$ cat src/rtl/led_code_arbiter.sv
// led_code_arbiter: round-robin owner of one LED that flashes each requester's blink code
module led_code_arbiter #(
    parameter int CLK_HZ    = 125000000,
    parameter int TICK_HZ   = 1000,
    parameter int ON_TICKS  = 100,
    parameter int OFF_TICKS = 300,
    parameter int GAP_TICKS = 1000,
    parameter int N_REQ     = 4,
    parameter int CNT_W     = 4
) (
    input  logic                   clk,
    input  logic                   rst,
    input  logic [N_REQ-1:0]       req,
    input  logic [N_REQ*CNT_W-1:0] code,
    output logic [N_REQ-1:0]       grant,
    output logic                   busy,
    output logic                   done,
    output logic                   led
);
    localparam int DIV  = CLK_HZ / TICK_HZ;
    localparam int DW   = $clog2(DIV);
    localparam int MAXT = ON_TICKS > OFF_TICKS ? (ON_TICKS > GAP_TICKS ? ON_TICKS : GAP_TICKS)
                                               : (OFF_TICKS > GAP_TICKS ? OFF_TICKS : GAP_TICKS);
    localparam int TW   = $clog2(MAXT + 1);
    localparam int PW   = $clog2(N_REQ);

    typedef enum logic [1:0] {IDLE, ON, OFF, GAP} state_t;

    state_t           state, state_n;
    logic [PW-1:0]    ptr, ptr_n;
    logic [CNT_W-1:0] cnt, cnt_n, sel_code;
    logic [DW-1:0]    div, div_n;
    logic [TW-1:0]    ph, ph_n, lim;
    logic [N_REQ-1:0] grant_n;
    logic             busy_n, done_n, led_n, tick, last, found;
    int               sel, idx;

    // First pending requester at or after the pointer, wrapping around
    always_comb begin
        found = 1'b0;
        sel   = 0;
        idx   = 0;
        for (int i = 0; i < N_REQ; i++) begin
            idx = int'(ptr) + i;
            if (idx >= N_REQ) idx = idx - N_REQ;
            if (!found && req[idx]) begin
                found = 1'b1;
                sel   = idx;
            end
        end
    end

    assign sel_code = code[sel*CNT_W +: CNT_W];
    assign tick     = div == DW'(DIV - 1);
    assign lim      = state == ON  ? TW'(ON_TICKS - 1) :
                      state == OFF ? TW'(OFF_TICKS - 1) : TW'(GAP_TICKS - 1);
    assign last     = tick && ph == lim;

    always_comb begin
        state_n = state;
        grant_n = grant;
        busy_n  = busy;
        done_n  = 1'b0;
        led_n   = led;
        ptr_n   = ptr;
        cnt_n   = cnt;
        div_n   = tick ? '0 : div + DW'(1);
        ph_n    = last ? '0 : tick ? ph + TW'(1) : ph;
        case (state)
            IDLE: begin
                div_n = '0;
                ph_n  = '0;
                if (found) begin
                    grant_n = N_REQ'(1) << sel;
                    busy_n  = 1'b1;
                    cnt_n   = sel_code;
                    ptr_n   = sel == N_REQ - 1 ? '0 : PW'(sel + 1);
                    led_n   = sel_code != '0;
                    state_n = sel_code != '0 ? ON : GAP;
                end
            end
            ON: if (last) begin
                cnt_n   = cnt - CNT_W'(1);
                led_n   = 1'b0;
                state_n = cnt == CNT_W'(1) ? GAP : OFF;
            end
            OFF: if (last) begin
                led_n   = 1'b1;
                state_n = ON;
            end
            GAP: if (last) begin
                grant_n = '0;
                busy_n  = 1'b0;
                done_n  = 1'b1;
                state_n = IDLE;
            end
        endcase
    end

    always_ff @(posedge clk) begin
        if (rst) begin
            state <= IDLE;
            grant <= '0;
            busy  <= 1'b0;
            done  <= 1'b0;
            led   <= 1'b0;
            ptr   <= '0;
            cnt   <= '0;
            div   <= '0;
            ph    <= '0;
        end else begin
            state <= state_n;
            grant <= grant_n;
            busy  <= busy_n;
            done  <= done_n;
            led   <= led_n;
            ptr   <= ptr_n;
            cnt   <= cnt_n;
            div   <= div_n;
            ph    <= ph_n;
        end
    end
endmodule

$ cat config.mk
export PLATFORM = sky130hd
export DESIGN_NAME = led_code_arbiter
export DESIGN_NICKNAME = d
export VERILOG_FILES = /design/src/rtl/led_code_arbiter.sv
export SDC_FILE = /design/constraint.sdc
export NUM_CORES = 1
export LEC_CHECK = 0
export CORE_MARGIN = 4
export CORE_UTILIZATION = 50
export DETAILED_ROUTE_END_ITERATION = 8
export PLACE_DENSITY = 0.84
export SLEW_MARGIN = 20
export SYNTH_ARGS = -nofsm -noshare
export SYNTH_HDL_FRONTEND = slang
export SYNTH_SLANG_ARGS = --single-unit
$ cat constraint.sdc
create_clock -name clk -period 8.68 [get_ports clk]
set_input_delay 1.736 -clock clk [delete_from_list [all_inputs] [get_ports clk]]
set_output_delay 1.736 -clock clk [all_outputs]
set_load 0.005 [all_outputs]
==> Yosys cells after proc, flatten, opt, wreduce, memory -nomap -nowiden <==
Index checks and enable logic that the tools add are counted.
{ "word_totals": {"out_inout_bits": 7, "register_bits": 42} }
{ "classes": {"n_addsub": 11, "n_lt_le_gt_ge": 8, "bitwise": 1, "muxes": 47, "n_eq_ne": 11, "shifts": 2, "reduce_logical": 20} }
{ "ops": {"columns": ["operator", "count"], "rows": [
  ["$mux 32", 8],
  ["$lt 32x4->1 const B", 4],
  ["$eq 32x3->1 const B", 1],
  ["$shiftx 16x32->4", 1],
  ["$shl 1x32->4 const A", 1],
  ["$mux 10", 2],
  ["$mux 1", 18],
  ["$add 17x1->17 const B", 1],
  ["$eq 17x17->1 const B", 1],
  ["$mux 4", 4],
  ["$pmux 4 s2", 2],
  ["$mux 2", 6],
  ["$sub 3x3->4 const B", 3],
  ["$add 10x1->10 const B", 1],
  ["$eq 10x10->1", 1],
  ["$ge 3x3->1 const B", 3],
  ["$bmux 1 s2", 4],
  ["$ne 2x2->1 const B", 4],
  ["$pmux 2 s4", 1],
  ["$reduce_and 4->1", 2],
  ["$add 2x2->3 const B", 2],
  ["$reduce_and 3->1", 2],
  ["$reduce_or 3->1", 2],
  ["$eq 2x2->1 const B", 2],
  ["18 further kinds", 24]
]} }

==> Depth between registers and ports, before layout <==
{ "depth": {"word_depth": 20, "ltp_mapped": 14, "mapped_depth_nobuf": 10} }

==> Least setup slack after synthesis <==
Ideal clock, no wire load.
{ "synth_path": {"path_kind": "input -> register", "start": "in req[3]", "end": "reg led", "setup_ps": 134, "setup_slack_ps": 5018, "arrival_ps": 3528, "path_stages": 9, "path_buffers": 2, "path_cell_list": "buf_2 mux2_2 a32o_1 nor3_2 buf_4 mux2i_1 mux2i_1 o41ai_1 a221oi_1"} }
{ "synth_via": {"elab_chain_cells": 17, "elab_cells_between_ends": 32, "classes_between": "eq/ne: 1; shift: 1; mux: 22; reduce/logical: 8"} }
{ "synth_lines": {"columns": ["item", "line", "text"], "rows": [
  ["from (decl)", "13", "input logic [N_REQ-1:0] req,"],
  ["$bmux 1 s2", "46", "if (!found && req[idx]) begin"],
  ["$mux 1 (implied by the code) (2 in series)", "46", null],
  ["$mux 1", "46", null],
  ["$logic_not 1->1", "46", null],
  ["$logic_and 1x1->1", "46", null],
  ["$mux 1", "46", null],
  ["$logic_not 1->1", "46", null],
  ["$logic_and 1x1->1", "46", null],
  ["$mux 1", "46", null],
  ["$logic_not 1->1", "46", null],
  ["$logic_and 1x1->1", "46", null],
  ["$mux 32", "46", null],
  ["$shiftx 16x32->4", "53", "assign sel_code = code[sel*CNT_W +: CNT_W];"],
  ["$reduce_bool 4->1", "78", "led_n = sel_code != '0;"],
  ["$mux 1", "73", "if (found) begin"],
  ["$pmux 1 s3", "69", "case (state)"],
  ["to (signal assigned)", "116", "led <= led_n;"],
  ["to (decl)", "18", "output logic led"]
]} }
Several ways; a longest one is shown, not always the timed one. The select of a mux whose other input is x is not followed.
A chain may end at the register's enable or synchronous reset.

==> Worst setup path after layout <==
{ "layout_path": {"start": "in req[1]", "end": "reg state[1]"} }
{ "layout_via": {"elab_chain_cells": 18, "elab_cells_between_ends": 33, "classes_between": "eq/ne: 1; shift: 1; mux: 23; reduce/logical: 8"} }
{ "layout_lines": {"columns": ["item", "line", "text"], "rows": [
  ["$bmux 1 s2", "46", null],
  ["$mux 1 (implied by the code) (2 in series)", "46", null],
  ["$mux 1", "46", null],
  ["$logic_not 1->1", "46", null],
  ["$logic_and 1x1->1", "46", null],
  ["$mux 1", "46", null],
  ["$logic_not 1->1", "46", null],
  ["$logic_and 1x1->1", "46", null],
  ["$mux 1", "46", null],
  ["$logic_not 1->1", "46", null],
  ["$logic_and 1x1->1", "46", null],
  ["$mux 32", "46", null],
  ["$shiftx 16x32->4", "53", null],
  ["$reduce_bool 4->1", "79", "state_n = sel_code != '0 ? ON : GAP;"],
  ["$mux 2", "79", null],
  ["$mux 2", "73", null],
  ["$pmux 2 s4", "69", null],
  ["to (signal assigned)", "112", "state <= state_n;"],
  ["to (decl)", "29", "state_t state, state_n;"]
]} }
Several ways; a longest one is shown, not always the timed one. The select of a mux whose other input is x is not followed.

==> out/metrics.csv <==
metric,value,unit
Sw Ratio,0.389,
FILL cells,437,
synthesized area per cell,8.49,µm²
Worst-Margin Slew,0.894,ns
post-synth top area cell,dfxtp_1,
Rel. slew slack,0.400,
largest cells by area after synthesis,"dfxtp_1 31%, nor2_1 7.1%, ha_1 6.9%",
Diodes inserted,0,
Crit. End Element,flop,
hold_ws,0.470,ns
"FF+latch count, synth",42,
most frequent cells after synthesis,"51 x nor2_1, 42 x dfxtp_1, 19 x inv_1, 17 x mux2i_1, 17 x nand2_1",
type of the worst min-delay path,reg -> reg,
Leakage Power,1.15,nW
Routed WL,5.81,mm
Gate power share,0.485,
status,"finished, final reports clean",
Syn-to-layout area delta,15.4,%
initial antenna violation count,0,
IO Port Bufs,28,
Worst EP arrival,4.77,ns
vias per cell,5.82,
switching pwr,0.000305,W
Max Root-Sink Buffers,2,
CP required,8.91,ns
type of element launching the critical path,input port,
RSZ-0062 raised after global routing,no,
# setup viols final,0,
Worst-Skew Late Latency,0.29,ns
worst clock skew,0.00619,ns
Vias,2379,
CTS buffer count,5,
Clock power frac,0.196,
vias in the first global route,2181,
max_cap viols,0,
"Net Count, Synth",356,
fin crit period,4.53,ns
first-pass GRT wire length,9.51,mm
site row count,26,
Post-CTS Setup Bufs,0,
Tcrit/Tclk final,0.522,
Reg power frac,0.319,
die width,81.6,µm
post_cts resized,0,
I/O pin count,29,
initial core utilization,0.523,
cells after synthesis,319,
largest net degree at the start of global routing,19,
"antenna viol nets, final",0,
wire length per cell,14.2,µm
GP Congestion,0.886,
maximum clock frequency,221,MHz
Mapped Area,2710,µm²
number of flops mapped to enable cells by yosys,0,
Peak VDD IR,134,µV
setup tns final,0,ns
Clock transition at path regs,0.07,ns
layout cell share with drive strength beyond 1,0.0531,
gr ovfl total,0,
critical path peak fanout,12,
Netlist cell types,54,
drc violations,0,
Power Dens Cells,251,nW/µm²
ys async rst share,0,
"count leader, synth",nor2_1,
drt initial violations,145,
placed wire-length estimate,4.30,mm
die height,81.6,µm
H-tree Lvls,2,
fin nets,376,
post-synthesis sequential area ratio,0.311,
Non-Filler Instances,409,
# hold bufs at CTS,0,
total track usage,0.177,
"Top FF cell, synth",dfxtp_1,
pins over their slew limit,0,
CTS tree,done,
area share of the largest cell type after synthesis,0.311,
Core ar.,5170,µm²
kind of critical path,in -> reg,
yosys warns,0,
P_int,0.000480,W
Hold Fails Final Rpt,0,
DP Cell Count,402,
Pre-Repair DR Iteration Count,4,
Die ar.,6660,µm²
Root Buffer,clkbuf_8,
clk sinks,42,
## worst paths after layout
check	from	end	slack [ns]	cells past startpoint
min	div[0]	div[0]	0.47	1
max	req[1]	state[1]	4.15	8
min reg2reg	div[0]	div[0]	0.47	1
max reg2reg	ptr[0]	state[1]	4.65	9
## kinds of logic after synthesis
group / after synthesis / share of synthesized area
fa+ha+maj: 15 / 0.0693
compound gates: 51 / 0.153
flops: 42 / 0.311
mux: 21 / 0.0795
buf+inv: 34 / 0.0499
xor+xnor: 24 / 0.0776
simple gates: 132 / 0.260
## placed cells by master, fill, tap and decap left out, drive strengths merged, types with 4 or more instances in the layout
cell type,n
a21oi,11
a22oi,4
a32oi,6
and3,4
clkbuf,6
clkdlybuf4s50,28
dfxtp,42
ha,15
inv,19
mux2,4
mux2i,17
nand2,17
nand2b,5
nand3,11
nand4,6
nand4b,4
nor2,51
nor3,8
nor4,6
o21ai,10
or3,4
xnor2,9
xor2,15
## power groups by stage
stage               Combinational, W  Clock (W)  Sequential, W
global placement            0.000360          0       0.000253
CTS                         0.000376   0.000159       0.000250
finish                      0.000380   0.000154       0.000250
detailed placement          0.000369          0       0.000254
global route                0.000415   0.000167       0.000254
floorplan                   0.000301          0       0.000239
## metal layers
layer / vias up / routed length (µm) / global-route usage / share of wire
met4: 0 / 80 / 0.0515 / 0.014
met3: 12 / 233 / 0.0406 / 0.040
met1: 1129 / 2550 / 0.221 / 0.44
met2: 61 / 2940 / 0.305 / 0.51
li1: 1177 / - / - / -
met5: - / 0 / 0 / 0
## registers in the layout, indices dropped and copies added, names as in the netlist
signal,cells
state,2
done,1
cnt,4
grant,4
div,17
ph,10
busy,1
led,1
ptr,2
## through the flow
stage	setup slack [ns]	util	total power (W)	area, µm²
after CTS	4.22	0.604	0.000784	3120
final	4.15	0.604	0.000784	3120
after floorplan	5.02	-	0.000539	2710
after detailed placement	3.97	0.582	0.000623	3010
after global placement	4.10	0.582	0.000613	3010
after global routing	3.92	0.604	0.000836	3120
## final cells by class
| type | instances | area [µm²] | share of cell area |
|---|---|---|---|
| Inverter | 19 | 71.3 | 0.0228 |
| Clock buffer | 6 | 82.6 | 0.0264 |
| Timing Repair Buffer | 28 | 280 | 0.0897 |
| Multi-Input combinational cell | 243 | 1730 | 0.554 |
| Sequential cell | 42 | 841 | 0.269 |
| Clock inverter | 1 | 30.0 | 0.00961 |
| Tap cell | 70 | 87.6 | 0.0280 |
## critical path, cell delays in order
cell,delay [ns]
clkdlybuf4s50_1,0.59
mux2_2,0.38
a32o_1,0.27
nor3_2,0.68
mux2i_1,0.32
mux2i_1,0.16
o41ai_1,0.45
a32o_1,0.18
(Power assumes the default switching activity.)
